**src/rtl/wb_stage.sv**
```systemverilog
// Writeback stage: captures the MEM/WB payload, selects the write source and drives the register-file write port.
// Optional feature macro: WB_SUBWORD_LOAD_EN (byte/half load extraction with sign/zero extension).
module wb_stage #(
  parameter int DATA_W     = 32,
  parameter int REG_ADDR_W = 5,
  parameter int ZERO_REG   = 1,
  parameter int RETIRE_W   = 32
) (
  input  logic                  clk,
  input  logic                  rst_n,
  input  logic                  in_valid,
  output logic                  in_ready,
  input  logic                  hold,
  input  logic                  flush,
  input  logic [1:0]            wb_sel,
  input  logic                  rd_we,
  input  logic [REG_ADDR_W-1:0] rd_addr,
  input  logic [DATA_W-1:0]     data_from_alu,
  input  logic [DATA_W-1:0]     data_from_mem,
  input  logic [DATA_W-1:0]     pc_plus4,
  input  logic [DATA_W-1:0]     imm,
  input  logic [1:0]            mem_size,
  input  logic                  mem_unsigned,
  input  logic [1:0]            byte_off,
  output logic                  rf_we,
  output logic [REG_ADDR_W-1:0] rf_waddr,
  output logic [DATA_W-1:0]     rf_wdata,
  output logic                  out_valid,
  output logic [RETIRE_W-1:0]   retire_cnt
);

  logic                  w_capture;
  logic                  w_retire;
  logic                  w_zero_dest;
  logic [DATA_W-1:0]     w_load_data;
  logic [DATA_W-1:0]     w_sel_data;

  logic                  r_valid;
  logic                  r_we;
  logic [REG_ADDR_W-1:0] r_waddr;
  logic [DATA_W-1:0]     r_wdata;
  logic [RETIRE_W-1:0]   r_retire;

`ifdef WB_SUBWORD_LOAD_EN
  function automatic logic [DATA_W-1:0] f_load_extend(
    input logic [DATA_W-1:0] word,
    input logic [1:0]        size,
    input logic              is_unsigned,
    input logic [1:0]        off
  );
    logic [7:0]  v_byte;
    logic [15:0] v_half;
    logic [DATA_W-1:0] v_res;
    v_byte = word[{off, 3'b000} +: 8];
    v_half = word[{off[1], 4'b0000} +: 16];
    case (size)
      2'd0:    v_res = {{(DATA_W-8){v_byte[7] & ~is_unsigned}}, v_byte};
      2'd1:    v_res = {{(DATA_W-16){v_half[15] & ~is_unsigned}}, v_half};
      default: v_res = word;
    endcase
    return v_res;
  endfunction

  assign w_load_data = f_load_extend(data_from_mem, mem_size, mem_unsigned, byte_off);
`else
  logic w_unused_subword;
  assign w_unused_subword = ^{mem_size, mem_unsigned, byte_off};
  assign w_load_data      = data_from_mem;
`endif

  assign in_ready    = ~hold;
  assign w_capture   = in_valid & ~hold & ~flush;
  assign w_retire    = r_valid & ~hold;
  assign w_zero_dest = (ZERO_REG != 0) && (r_waddr == {REG_ADDR_W{1'b0}});

  // Write-source select; every encoding is defined so no X reaches the capture register
  always_comb begin
    w_sel_data = data_from_alu;
    case (wb_sel)
      2'd0:    w_sel_data = data_from_alu;
      2'd1:    w_sel_data = w_load_data;
      2'd2:    w_sel_data = pc_plus4;
      2'd3:    w_sel_data = imm;
      default: w_sel_data = data_from_alu;
    endcase
  end

  // Capture register and retire counter; hold freezes everything, flush only blocks capture
  always_ff @(posedge clk or negedge rst_n) begin
    if (!rst_n) begin
      r_valid  <= 1'b0;
      r_we     <= 1'b0;
      r_waddr  <= {REG_ADDR_W{1'b0}};
      r_wdata  <= {DATA_W{1'b0}};
      r_retire <= {RETIRE_W{1'b0}};
    end else if (!hold) begin
      if (w_capture) begin
        r_valid <= 1'b1;
        r_we    <= rd_we;
        r_waddr <= rd_addr;
        r_wdata <= w_sel_data;
      end else begin
        r_valid <= 1'b0;
      end
      if (w_retire) begin
        r_retire <= r_retire + RETIRE_W'(1);
      end
    end
  end

  assign rf_we      = r_valid & r_we & ~hold & ~w_zero_dest;
  assign rf_waddr   = r_waddr;
  assign rf_wdata   = r_wdata;
  assign out_valid  = r_valid;
  assign retire_cnt = r_retire;

endmodule

```
**config.mk**
```make
export PLATFORM = sky130hd
export DESIGN_NAME = wb_stage
export DESIGN_NICKNAME = d
export VERILOG_FILES = /design/src/rtl/wb_stage.sv
export SDC_FILE = /design/constraint.sdc
export NUM_CORES = 1
export LEC_CHECK = 0
export ABC_AREA = 1
export BUFFER_PORTS_ARGS = -buffer_cell sky130_fd_sc_hd__buf_2
export CORE_MARGIN = 10
export CORE_UTILIZATION = 35
export CTS_CLUSTER_DIAMETER = 100
export DETAILED_ROUTE_END_ITERATION = 7
export PLACE_DENSITY = 0.68
export SLEW_MARGIN = 20
export SYNTH_ARGS = -nofsm -noshare
export SYNTH_HDL_FRONTEND = slang
export SYNTH_SLANG_ARGS = --single-unit
```
**constraint.sdc**
```tcl
create_clock -name clk -period 1.3 [get_ports clk]
set_input_delay 0.325 -clock clk [delete_from_list [all_inputs] [get_ports clk]]
set_output_delay 0.325 -clock clk [all_outputs]
set_load 0.01 [all_outputs]
```
==> run_results.csv <==
group,metric,value,unit
floorplanning,dieArea,16300,um2
floorplanning,start_util,35.6,%
critical_path,ff2ff_setup_slack,-0.19,ns
routing,post_drt_wl_per_cell,15.5,um
status,violations,"negative hold slack, negative setup slack",
final_layout,area_growth,62.0,%
place,hpwl,11400,um
timing,setup_violations,42,
place,place.gp.congestion,0.886,
routing,wl_met2,7640,um
routing,first_pass_iters,4,
floorplanning,rows,39,
floorplanning,io_pins,218,
clock_network,clk_pin_slew,0.06,ns
global_routing,grt_pass1_vias,4656,
routing,vias_per_cell,4.66,
synth,yosys_warnings,0,
routing,wl_met1,5720,um
clock_network,hold_buffers,0,
global_routing,grt_usage,17.4,%
routing,vias,4497,
timing,max_freq,646,MHz
synth,synth_most_common_cell,"nand2_1",
floorplanning,chipHeight,128,um
timing,worstMarginPinSlew,0.395,ns
floorplanning,die_x,128,um
critical_path,r2r_end,"retire_cnt[28]",
timing,hold_viol,10,
routing,drtIter0Drc,248,
synth,syn_area,4070,um2
critical_path,r2r_start,"out_valid",
routing,top_layer,"met4",
critical_path,crit_fanout,2,
critical_path,cp_slowest_stage_delay,0.40,ns
timing,fin_crit,1.55,ns
clock_network,clock_path_buffers,2,
synth,synth_nets,685,
routing,routed_wl,15000,um
timing,relSlewSlack,73.7,%
power,max-vdd-ir-drop,0.000525,V
final_layout,drive_above_1_share,47.4,%
synth,synth_cell_types,30,
synth,netlist_instances,538,
critical_path,cp.required,0.98,ns
timing,worst_slack,-0.249,ns
floorplanning,coreArea,11400,um2
final_layout,layout.nets,965,
status,status,"finished with violations",
flow_run,maxCapViolations,0,
synth,synth_top_area_cell,"dfrtp_1",
power,powerDensity,1100,nW/um2
timing,fin_skew,0.00985,ns
critical_path,path_cells,"nor3_2 > nand2_1 > nand3_2 > inv_2 > buf_6",
clock_network,clk_latency,0.33,ns
critical_path,cp_slowest_cell,"dfrtp_1",
clock_network,numClockSinks,71,
final_layout,diodes,0,
synth,synth_top_area_share,43.7,%
power,power,7.27,mW
place,place_ws,-0.0839,ns
critical_path,cp-start-kind,"register",
timing,setup_tns,-2.45,ns
critical_path,path_class,"reg2out",
clock_network,cts_root_buf,"clkbuf_16",
place,portBuffers,212,
timing,slew_viol_final,0,
final_layout,fin_area,6590,um2
timing,fin_crit_sh,119,%
synth,synthTopCellsByArea,"dfrtp_1 (44%), nand2_1 (19%), nand3_1 (5.7%)",
timing,whs,-0.0159,ns
clock_network,htreeDepth,3,
critical_path,endpoint_kind,"output port",
global_routing,grt_overflow,0,
power,leakagePower,3.62,nW
critical_path,critPathArrivalTime,1.22,ns
routing,drc,0,
timing,rsz0062_at_grt,"yes",
clock_network,cts_tree,"yes",
synth,ys.flop_type,"dfrtp_1",
synth,async_reset_ff_share,100,%
synth,ys_seq_elements,71,
routing,wl_met3,1250,um
global_routing,grt_max_degree,72,
worst_hold_path,hp-class,"in2async",
synth,synth_area_per_cell,7.56,um2
synth,yosysSeqAreaShare,43.7,%
place,place_area,5670,um2
routing,drtAntennaViolNets,0,
critical_path,r2r_cells,9,
global_routing,grt_first_pass_wirelength,22900,um
global_routing,antenna_found_initial,0,
synth,synth_top_cells_by_count,"nand2_1 (206), dfrtp_1 (71), nand3_1 (46)",
synth,synth_edf_count,0,
clock_network,cts_buffers,9,
[per-layer routing]
| layer | vias up | GRT usage, % |
|---|---|---|
| met5 | - | 0 |
| met4 | 0 | 7.42 |
| met3 | 22 | 6.49 |
| met2 | 172 | 29.7 |
| met1 | 2031 | 18.8 |
| li1 | 2272 | - |
[cells by family after synthesis]
family                   after synthesis  synth area share (%)
AO/OA/AOI/OAI                         64                  7.87
buffers and inverters                 60                  5.87
XOR/XNOR                              22                  5.11
flip-flops                            71                  43.7
adder cells (fa/ha/maj)                1                 0.308
AND/OR/NAND/NOR                      320                  37.2
[power by group]
part | internal (mW) | switching [mW]
Combinational | 1.06 | 0.982
Clock | 1.57 | 0.914
Sequential | 2.50 | 0.245
Total | 5.13 | 2.14
[cell usage in the layout (no fill, tap or decap), drive strengths merged]
cell and instances:
xor2 13, nand4 6, nor2 35, buf 288, nor3 9, clkinv 4, nand2 215, and2 1
ha 1, a21oi 32, inv 40, dfrtp 71, nand3 51, bufinv 1, xnor2 9, o21ai 32
nand3b 3, clkbuf 11
[sequential cells by signal, summed over array words and instances (netlist names)]
register	count
out_valid	1
rf_wdata	32
retire_cnt	32
r_we	1
rf_waddr	5
[how the worst max path moves through the flow]
stage,startpoint,endpoint,slack (ns),cells past startpoint
finish,rf_waddr[3],rf_we,-0.25,5
global route,rf_waddr[3],rf_we,-0.29,5
CTS,rf_waddr[4],rf_we,-0.24,5
detailed placement,retire_cnt[1],retire_cnt[28],-0.08,8
global placement,retire_cnt[1],retire_cnt[28],-0.06,8
floorplan,retire_cnt[1],retire_cnt[28],-0.10,8
[final cells by class]
type	count	area, um2
clock buffers	11	253
clock inverters	4	45.0
fillers	1047	4830
inverters	41	159
multi-input cells	407	2250
flip-flops and latches	71	1780
well taps	143	179
repair buffers	288	1920
[through the flow]
step                util [%]  instances
floorplan                  -        538
global placement        49.6        922
detailed placement      49.6        922
CTS                     55.5        953
global route            57.7        965
finish                  57.7        965
[critical path, delay by kind of cell (launching register included)]
kind	cells	cell delay [ns]
buffers and inverters	2	0.14
DFF	1	0.40
and+or+nand+nor	3	0.35
[repair_timing]
| item | 4_1_cts | 5_1_grt |
|---|---|---|
| pin swaps | 17 | 29 |
| buffers inserted | 16 | 12 |
| resized for setup | 54 | 48 |
| setup endpoints to repair | 31 | 45 |
Power figures use the tool's default switching activity.
